--- src/rtl/exec_pkg.sv ---
// -----------------------------------------------------------------------------
// exec_pkg
//   Shared definitions for the execute stage. It holds the aluOp encodings, the
//   state type of the iterative multiplier and the default multiplier
//   iteration count.
// -----------------------------------------------------------------------------
package exec_pkg;

    // The multiplier produces one product bit per cycle, so this count must
    // match the datapath width.
    localparam int MUL_CYCLES = 32;

    // aluOp encodings
    localparam logic [2:0] ALU_ADD = 3'b000;
    localparam logic [2:0] ALU_SUB = 3'b001;
    localparam logic [2:0] ALU_AND = 3'b010;
    localparam logic [2:0] ALU_OR  = 3'b011;
    localparam logic [2:0] ALU_XOR = 3'b100;
    localparam logic [2:0] ALU_SLT = 3'b101;
    localparam logic [2:0] ALU_SLL = 3'b110;
    localparam logic [2:0] ALU_MUL = 3'b111;

    typedef enum logic [1:0] {
        IDLE = 2'd0,
        BUSY = 2'd1,
        DONE = 2'd2
    } mul_state_t;

    // True for the operations whose signed overflow is reported on the
    // overflow flag.
    function automatic logic is_add_sub(input logic [2:0] op);
        return (op == ALU_ADD) || (op == ALU_SUB);
    endfunction

endpackage : exec_pkg

--- src/rtl/iter_multiplier.sv ---
// -----------------------------------------------------------------------------
// iter_multiplier
//   Radix-2 shift-add multiplier. It returns the low WIDTH bits of a*b.
//   A start in IDLE loads the operands. BUSY then runs one shift-add step per
//   cycle for MUL_CYCLES cycles. DONE lasts one cycle and presents the finished
//   product. The FSM always returns to IDLE after DONE, so a request that is
//   still held on the inputs is not launched again from DONE.
//
// Ports
//   clk      in   clock
//   reset    in   synchronous, active-high reset (discards any partial product)
//   start    in   request a multiply (acted on only in IDLE)
//   a, b     in   operands, sampled only on launch
//   busy     out  FSM is in BUSY
//   done     out  FSM is in DONE; product is valid during this cycle
//   product  out  low WIDTH bits of a*b
// -----------------------------------------------------------------------------
module iter_multiplier
    import exec_pkg::*;
#(
    parameter int WIDTH      = 32,
    parameter int MUL_CYCLES = exec_pkg::MUL_CYCLES
) (
    input  logic             clk,
    input  logic             reset,
    input  logic             start,
    input  logic [WIDTH-1:0] a,
    input  logic [WIDTH-1:0] b,
    output logic             busy,
    output logic             done,
    output logic [WIDTH-1:0] product
);

    localparam int CNT_W = (MUL_CYCLES > 1) ? $clog2(MUL_CYCLES) : 1;
    localparam logic [CNT_W-1:0] LAST_CNT = CNT_W'(MUL_CYCLES - 1);

    mul_state_t       r_state;
    logic [CNT_W-1:0] r_cnt;
    logic [WIDTH-1:0] r_mcand;   // multiplicand, shifted left each step
    logic [WIDTH-1:0] r_mplier;  // multiplier, shifted right each step
    logic [WIDTH-1:0] r_acc;     // running partial product

    // NOTE: sequential state uses non-blocking assignments only. Every flop
    //       then samples values from before the edge, so the order of the
    //       statements inside the block does not matter.
    always_ff @(posedge clk) begin
        if (reset) begin
            r_state  <= IDLE;
            r_cnt    <= '0;
            r_mcand  <= '0;
            r_mplier <= '0;
            r_acc    <= '0;
        end else begin
            case (r_state)
                IDLE: begin
                    if (start) begin
                        r_mcand  <= a;
                        r_mplier <= b;
                        r_acc    <= '0;
                        r_cnt    <= '0;
                        r_state  <= BUSY;
                    end
                end
                BUSY: begin
                    // The low multiplier bit decides whether the shifted
                    // multiplicand is added in. Bits shifted out past WIDTH
                    // cannot affect the low half of the product.
                    if (r_mplier[0]) begin
                        r_acc <= r_acc + r_mcand;
                    end
                    r_mcand  <= r_mcand << 1;
                    r_mplier <= r_mplier >> 1;
                    r_cnt    <= r_cnt + CNT_W'(1);
                    if (r_cnt == LAST_CNT) begin
                        r_state <= DONE;
                    end
                end
                DONE: begin
                    r_state <= IDLE;
                end
                default: begin
                    r_state <= IDLE;
                end
            endcase
        end
    end

    assign busy    = (r_state == BUSY);
    assign done    = (r_state == DONE);
    assign product = r_acc;

endmodule : iter_multiplier

--- src/rtl/execute_stage.sv ---
// -----------------------------------------------------------------------------
// execute_stage
//   EX stage of the 5-stage pipeline. It selects operand B, evaluates the
//   single-cycle ALU operations, runs MUL on the iterative multiplier, and
//   loads the EX/MEM pipeline register. While a multiply is in flight, stall
//   freezes ID/EX and EX/MEM takes bubbles. In the DONE cycle stall drops and
//   EX/MEM captures the product together with the controls that ID/EX has held.
//
// Ports
//   clk, reset                         clock, synchronous active-high reset
//   valid_ex                           ID/EX holds a real instruction
//   aluOp, ALUSrc                      operation select, operand-B select
//   rsData, rtData, imm                operand A, Rt value / store data, immediate
//   MemWrite_ex, MemToReg_ex,
//   RegWrite_ex, Rt_ex, Rd_ex          controls and specifiers from ID/EX
//   memAddr, storedRt2                 registered result and store data
//   Rt_mem, Rd_mem                     registered specifiers
//   MemWrite, MemToReg, RegWrite_mem   registered controls
//   zero, overflow, negative           registered flags of memAddr
//   stall                              combinational upstream hold
// -----------------------------------------------------------------------------
module execute_stage
    import exec_pkg::*;
#(
    parameter int WIDTH      = 32,
    parameter int REGW       = 5,
    parameter int MUL_CYCLES = exec_pkg::MUL_CYCLES
) (
    input  logic             clk,
    input  logic             reset,
    input  logic             valid_ex,
    input  logic [2:0]       aluOp,
    input  logic             ALUSrc,
    input  logic [WIDTH-1:0] rsData,
    input  logic [WIDTH-1:0] rtData,
    input  logic [WIDTH-1:0] imm,
    input  logic             MemWrite_ex,
    input  logic             MemToReg_ex,
    input  logic             RegWrite_ex,
    input  logic [REGW-1:0]  Rt_ex,
    input  logic [REGW-1:0]  Rd_ex,
    output logic [WIDTH-1:0] memAddr,
    output logic [WIDTH-1:0] storedRt2,
    output logic [REGW-1:0]  Rt_mem,
    output logic [REGW-1:0]  Rd_mem,
    output logic             MemWrite,
    output logic             MemToReg,
    output logic             RegWrite_mem,
    output logic             zero,
    output logic             overflow,
    output logic             negative,
    output logic             stall
);

    localparam int SHW = $clog2(WIDTH);

    // ------------------------------------------------------------------
    // Operand select and single-cycle ALU
    // ------------------------------------------------------------------
    logic [WIDTH-1:0] w_op_b;
    logic [WIDTH-1:0] w_alu_result;
    logic             w_alu_overflow;

    assign w_op_b = ALUSrc ? imm : rtData;

    // NOTE: every output of this block gets a default first, so no path can
    //       leave a value unassigned and infer a latch.
    always_comb begin
        w_alu_result   = '0;
        w_alu_overflow = 1'b0;
        case (aluOp)
            ALU_ADD: begin
                w_alu_result = rsData + w_op_b;
                // Overflow happens when both operands have the same sign and
                // the sum has the other sign.
                w_alu_overflow = (rsData[WIDTH-1] == w_op_b[WIDTH-1]) &&
                                 (w_alu_result[WIDTH-1] != rsData[WIDTH-1]);
            end
            ALU_SUB: begin
                w_alu_result = rsData - w_op_b;
                // Overflow happens when the operands have opposite signs and
                // the difference does not keep the sign of A.
                w_alu_overflow = (rsData[WIDTH-1] != w_op_b[WIDTH-1]) &&
                                 (w_alu_result[WIDTH-1] != rsData[WIDTH-1]);
            end
            ALU_AND: w_alu_result = rsData & w_op_b;
            ALU_OR:  w_alu_result = rsData | w_op_b;
            ALU_XOR: w_alu_result = rsData ^ w_op_b;
            ALU_SLT: w_alu_result = {{(WIDTH-1){1'b0}},
                                     ($signed(rsData) < $signed(w_op_b))};
            ALU_SLL: w_alu_result = rsData << w_op_b[SHW-1:0];
            default: begin
                // MUL: the result comes from the multiplier.
                w_alu_result   = '0;
                w_alu_overflow = 1'b0;
            end
        endcase
    end

    // ------------------------------------------------------------------
    // Iterative multiplier and stall generation
    // ------------------------------------------------------------------
    logic             w_mul_req;
    logic             w_mul_busy;
    logic             w_mul_done;
    logic             w_mul_idle;
    logic [WIDTH-1:0] w_mul_product;

    assign w_mul_req = valid_ex && (aluOp == ALU_MUL);

    iter_multiplier #(
        .WIDTH      (WIDTH),
        .MUL_CYCLES (MUL_CYCLES)
    ) u_mul (
        .clk     (clk),
        .reset   (reset),
        .start   (w_mul_req),
        .a       (rsData),
        .b       (w_op_b),
        .busy    (w_mul_busy),
        .done    (w_mul_done),
        .product (w_mul_product)
    );

    assign w_mul_idle = !w_mul_busy && !w_mul_done;

    // Stall covers the launch cycle in IDLE and every BUSY cycle. It is low in
    // DONE, which lets EX/MEM take the product and lets ID/EX advance. Reset
    // forces it low so upstream is never held during reset.
    assign stall = !reset && (w_mul_busy || (w_mul_req && w_mul_idle));

    // ------------------------------------------------------------------
    // Result select and EX/MEM pipeline register
    // ------------------------------------------------------------------
    logic [WIDTH-1:0] w_result;
    logic             w_overflow;
    logic             w_load_bubble;

    // A valid MUL reaches EX/MEM only when stall is low, which is the DONE
    // cycle, so the product register is final here.
    assign w_result      = (aluOp == ALU_MUL) ? w_mul_product : w_alu_result;
    assign w_overflow    = is_add_sub(aluOp) && w_alu_overflow;
    assign w_load_bubble = stall || !valid_ex;

    logic [WIDTH-1:0] r_mem_addr;
    logic [WIDTH-1:0] r_stored_rt;
    logic [REGW-1:0]  r_rt_mem;
    logic [REGW-1:0]  r_rd_mem;
    logic             r_mem_write;
    logic             r_mem_to_reg;
    logic             r_reg_write;
    logic             r_zero;
    logic             r_overflow;
    logic             r_negative;

    always_ff @(posedge clk) begin
        if (reset || w_load_bubble) begin
            r_mem_addr   <= '0;
            r_stored_rt  <= '0;
            r_rt_mem     <= '0;
            r_rd_mem     <= '0;
            r_mem_write  <= 1'b0;
            r_mem_to_reg <= 1'b0;
            r_reg_write  <= 1'b0;
            r_zero       <= 1'b0;
            r_overflow   <= 1'b0;
            r_negative   <= 1'b0;
        end else begin
            r_mem_addr   <= w_result;
            r_stored_rt  <= rtData;    // store data is always Rt, never imm
            r_rt_mem     <= Rt_ex;
            r_rd_mem     <= Rd_ex;
            r_mem_write  <= MemWrite_ex;
            r_mem_to_reg <= MemToReg_ex;
            r_reg_write  <= RegWrite_ex;
            r_zero       <= (w_result == '0);
            r_overflow   <= w_overflow;
            r_negative   <= w_result[WIDTH-1];
        end
    end

    assign memAddr      = r_mem_addr;
    assign storedRt2    = r_stored_rt;
    assign Rt_mem       = r_rt_mem;
    assign Rd_mem       = r_rd_mem;
    assign MemWrite     = r_mem_write;
    assign MemToReg     = r_mem_to_reg;
    assign RegWrite_mem = r_reg_write;
    assign zero         = r_zero;
    assign overflow     = r_overflow;
    assign negative     = r_negative;

endmodule : execute_stage

--- config.mk ---
export PLATFORM = sky130hd
export DESIGN_NAME = execute_stage
export DESIGN_NICKNAME = d
export VERILOG_FILES = /design/src/rtl/exec_pkg.sv /design/src/rtl/iter_multiplier.sv /design/src/rtl/execute_stage.sv
export SDC_FILE = /design/constraint.sdc
export NUM_CORES = 1
export LEC_CHECK = 0
export ABC_AREA = 0
export CORE_UTILIZATION = 55
export DETAILED_ROUTE_END_ITERATION = 6
export DONT_BUFFER_PORTS = 1
export MAX_ROUTING_LAYER = met4
export PLACE_DENSITY = 0.7
export RECOVER_POWER = 100
export SKIP_CTS_REPAIR_TIMING = 1
export SLEW_MARGIN = 10
export SYNTH_ARGS = -nofsm -noshare
export SYNTH_HDL_FRONTEND = slang
export SYNTH_SLANG_ARGS = --single-unit
--- constraint.sdc ---
create_clock -name clk -period 10.5 [get_ports clk]
set_input_delay 2.625 -clock clk [delete_from_list [all_inputs] [get_ports clk]]
set_output_delay 2.625 -clock clk [all_outputs]
set_load 0.02 [all_outputs]
==> results.sh <==
export IMPL_rsz0062_at_grt="no"
export IMPL_asyncSetResetFlopFracSynth_pct=0
export IMPL_placement_io_buffers=0
export IMPL_synth_edff_count=0
export IMPL_cts_made_buffers=17
export IMPL_most_common_cell_on_crit_path="sky130_fd_sc_hd__nand4_1"
export IMPL_power_density_nw_per_um2=138.3
export IMPL_synth_top_area_cell="sky130_fd_sc_hd__dfxtp_1"
export IMPL_yosysMostFrequentCell="sky130_fd_sc_hd__nand2_1"
export IMPL_grt_antenna_before_repair=0
export IMPL_die_area_sq_um=29260
export IMPL_path_buf_inv=1
export IMPL_cts_htree_levels=4
export IMPL_gp_congestion=1.008
export IMPL_worst_endpoint_arrival_ps=9070
export IMPL_synth_avg_cell_area_sq_um=7.657
export IMPL_detailedRoute_firstIterationViolations=1638
export IMPL_synth_net_count=2312
export IMPL_drt_wirelength_per_cell_um=25.87
export IMPL_clock_sinks=182
export IMPL_synthesis_yosys_warnings=0
export IMPL_largest_net_degree_at_the_start_of_global_routing=97
export IMPL_status="complete, but fails checks"
export IMPL_num_nets_final=2218
export IMPL_cts_tree="built"
export IMPL_layout_area_overhead_vs_synth_pct=4.027
export IMPL_cts_clk_slew_worst_paths_ps=80
export IMPL_worst_path_dominant_cell_family="simple AND/OR/NAND/NOR gates"
export IMPL_failing_checks="design-rule violations, max-capacitance violations, max-slew violations"
export IMPL_synth_seq_area_share_pct=23.18
export IMPL_total_power_uw=2262
export IMPL_wire_length_of_the_first_global_routing_pass_mm=90.61
export IMPL_avgViaCountPerCell=6.787
export IMPL_most_numerous_cell_types_in_the_synthesized_netlist="sky130_fd_sc_hd__nand2_1, sky130_fd_sc_hd__nor2_1, sky130_fd_sc_hd__a21oi_1"
export IMPL_chipHeight_um=171.1
export IMPL_cpMaxStageDelayCell="sky130_fd_sc_hd__mux2i_1"
export IMPL_kind_of_end_point_of_the_critical_path="flop"
export IMPL_globalRouteTotalUtil_pct=42.48
export IMPL_timing_critical_path_from="ALUSrc"
export IMPL_regArea_sq_um=3643
export IMPL_multiInputGateArea_sq_um=11130
export IMPL_category_of_the_most_critical_setup_path="in2reg"
export IMPL_timing_critical_path_fanout_max=34
export IMPL_worst_hold_path_type="reg2reg"
export IMPL_dp_hpwl_mm=44.84
export IMPL_totalWireLength_mm=60.74
export IMPL_cp_cell_sequence="mux2i_1 -> inv_1 -> ha_1 -> fa_1 -> a211oi_1 -> nor3_1 -> xnor2_1 -> a21o_1 -> a221oi_2 -> nand4_1 -> nor4_1 -> nand4_1 -> nor4_1 -> nand4_1 -> nor2_1"
export IMPL_max_cap_viols=6
export IMPL_timing_critical_path_slowest_cell_delay_ps=1230
export IMPL_final_layout_size_suffix_gt1_share_pct=5.178
export IMPL_power_leakage_uw=0.006717
export IMPL_worst_hold_startpoint="u_mul.r_mplier[30]"
export IMPL_floorplan_rows=61
export IMPL_fillCellCount=2647
export IMPL_syn_area_sq_um=15720
export IMPL_period_share_pct=82.55
export IMPL_final_antenna_net_count=0
export IMPL_insertedDiodeCount=0
export IMPL_power_ir_vdd_worst_v=0.0001190
export IMPL_tightest_slew_ps=3360
export IMPL_grt_overflow_total=0
export IMPL_max_freq_mhz=115.4
export IMPL_synth_flop_cell="sky130_fd_sc_hd__dfxtp_1"
export IMPL_synth_seq_cells=182
export IMPL_critical_path_startpoint_type="input port"
export IMPL_post_route_min_period_ps=8667
export IMPL_synth_top_cells_by_area="sky130_fd_sc_hd__dfxtp_1, sky130_fd_sc_hd__ha_1, sky130_fd_sc_hd__mux2i_1"
export IMPL_initial_core_util_pct=56.27
export IMPL_fp_coreArea_sq_um=27930
export IMPL_clock_path_buffers=2
export IMPL_setup_tns_final_ps=0
export IMPL_die_w_um=171.1
export IMPL_timing_final_setup_violations=0
export IMPL_worstReg2RegStart="u_mul.r_state[0]"
export IMPL_maxSlewHeadroom_pct=-124.0
export IMPL_timing_final_hold_violations=0
export IMPL_worst_ep_required_time_ps=10900
export IMPL_vias=15940
export IMPL_cts_root_buffer="sky130_fd_sc_hd__clkbuf_16"
export IMPL_yosys_cell_types_count=91
export IMPL_dr_pass1_iters=7
export IMPL_drc=4
export IMPL_postSynthCellCount=2053
export IMPL_grt_pass1_vias=14810
export IMPL_final_max_slew_viol_count=270
export IMPL_worst_skew_pair_late_latency_ps=460
export IMPL_clock_skew_ps=17.34
export IMPL_num_io_pins=197
export IMPL_yosys_area_top_type_share_pct=23.18
## metal layers
layer / vias up / global-route usage, % / routed length [um]
met5: - / - / 0
met4: 0 / 27.72 / 4148
met3: 216 / 6.431 / 5237
met2: 907 / 64.23 / 26700
met1: 7564 / 52.60 / 24650
li1: 7249 / - / -
## sequential cells by signal, indices dropped and copies added, names as in the netlist, 2 cells and up
| register | flops |
|---|---|
| storedRt2 | 32 |
| u_mul.product | 32 |
| Rd_mem | 5 |
| u_mul.r_mcand | 32 |
| u_mul.r_state | 2 |
| Rt_mem | 5 |
| memAddr | 32 |
| u_mul.r_cnt | 5 |
| u_mul.r_mplier | 32 |
## placed cells by master (no fill, tap or decap), types with 10 or more instances in the layout
cell,count
sky130_fd_sc_hd__nand2_1,216
sky130_fd_sc_hd__nor2_1,213
sky130_fd_sc_hd__a21oi_1,195
sky130_fd_sc_hd__dfxtp_1,182
sky130_fd_sc_hd__ha_1,139
sky130_fd_sc_hd__inv_1,105
sky130_fd_sc_hd__o21ai_0,103
sky130_fd_sc_hd__mux2i_1,100
sky130_fd_sc_hd__a211oi_1,62
sky130_fd_sc_hd__nor3_1,46
sky130_fd_sc_hd__nand3_1,42
sky130_fd_sc_hd__and2_1,38
sky130_fd_sc_hd__xnor2_1,34
sky130_fd_sc_hd__a21o_1,29
sky130_fd_sc_hd__nand4_1,26
sky130_fd_sc_hd__a22oi_1,23
sky130_fd_sc_hd__mux4_2,21
sky130_fd_sc_hd__o22ai_1,21
sky130_fd_sc_hd__and2_0,21
sky130_fd_sc_hd__clkbuf_16,17
sky130_fd_sc_hd__o211ai_1,16
sky130_fd_sc_hd__nor2b_1,16
sky130_fd_sc_hd__and3_1,15
sky130_fd_sc_hd__o21bai_1,14
sky130_fd_sc_hd__buf_4,14
sky130_fd_sc_hd__a22o_1,13
sky130_fd_sc_hd__xor2_1,13
sky130_fd_sc_hd__nor4_1,12
sky130_fd_sc_hd__a31oi_1,11
sky130_fd_sc_hd__o221ai_1,11
sky130_fd_sc_hd__nand2b_1,10
## power by group
group / total (uW) / leakage, uW / internal, uW / switching [uW]
Sequential: 805 / 0.00148 / 746 / 59.6
Combinational: 797 / 0.00495 / 283 / 513
Clock: 660 / 0.000282 / 355 / 305
## worst register-to-register path: cells and delay by family (launching register included)
kind            cells  cell delay, ps
buf+inv             2             620
compound gates      3            4320
fa+ha+maj           1             230
flops               1             410
simple gates        2             720
## through the flow
stage                     cell area, sq um  setup WS (ps)  hold slack (ps)  utilization [%]  instances
after floorplan                      15720           3850            431.9                -       2053
after global placement               15820           3245            433.9            56.62       2318
after detailed placement             15820           3122            438.5            56.62       2318
after CTS                            16390           3587            448.4            58.68       2348
after global routing                 16350           1600            467.4            58.54       2348
final                                16350           1833            450.8            58.54       2348
## path summary, 6_finish.rpt
check | to | slack (ps) | cells after the start
hold / removal | u_mul.r_mplier[30] | 450 | 2
setup reg to reg | u_mul.product[23] | 4080 | 8
setup / recovery | zero | 1830 | 15
hold reg to reg | u_mul.r_mplier[30] | 450 | 2
## final cells by class
cell class              instances  share of cell area, %
inverters                     111                  2.548
clock buffers                  19                  2.647
well taps                     378                  2.892
flip-flops and latches        182                  22.28
multi-input cells            1629                  68.04
clock inverters                11                 0.8570
repair buffers                 18                 0.7346
## logic make-up after synthesis
group | Yosys count | share of synthesized area [%]
compound gates | 623 | 26.44
flops | 182 | 23.18
buf+inv | 242 | 6.097
xor+xnor | 47 | 2.619
fa+ha+maj | 143 | 11.53
mux | 128 | 10.05
simple gates | 688 | 20.09
Power figures use the tool's default switching activity.
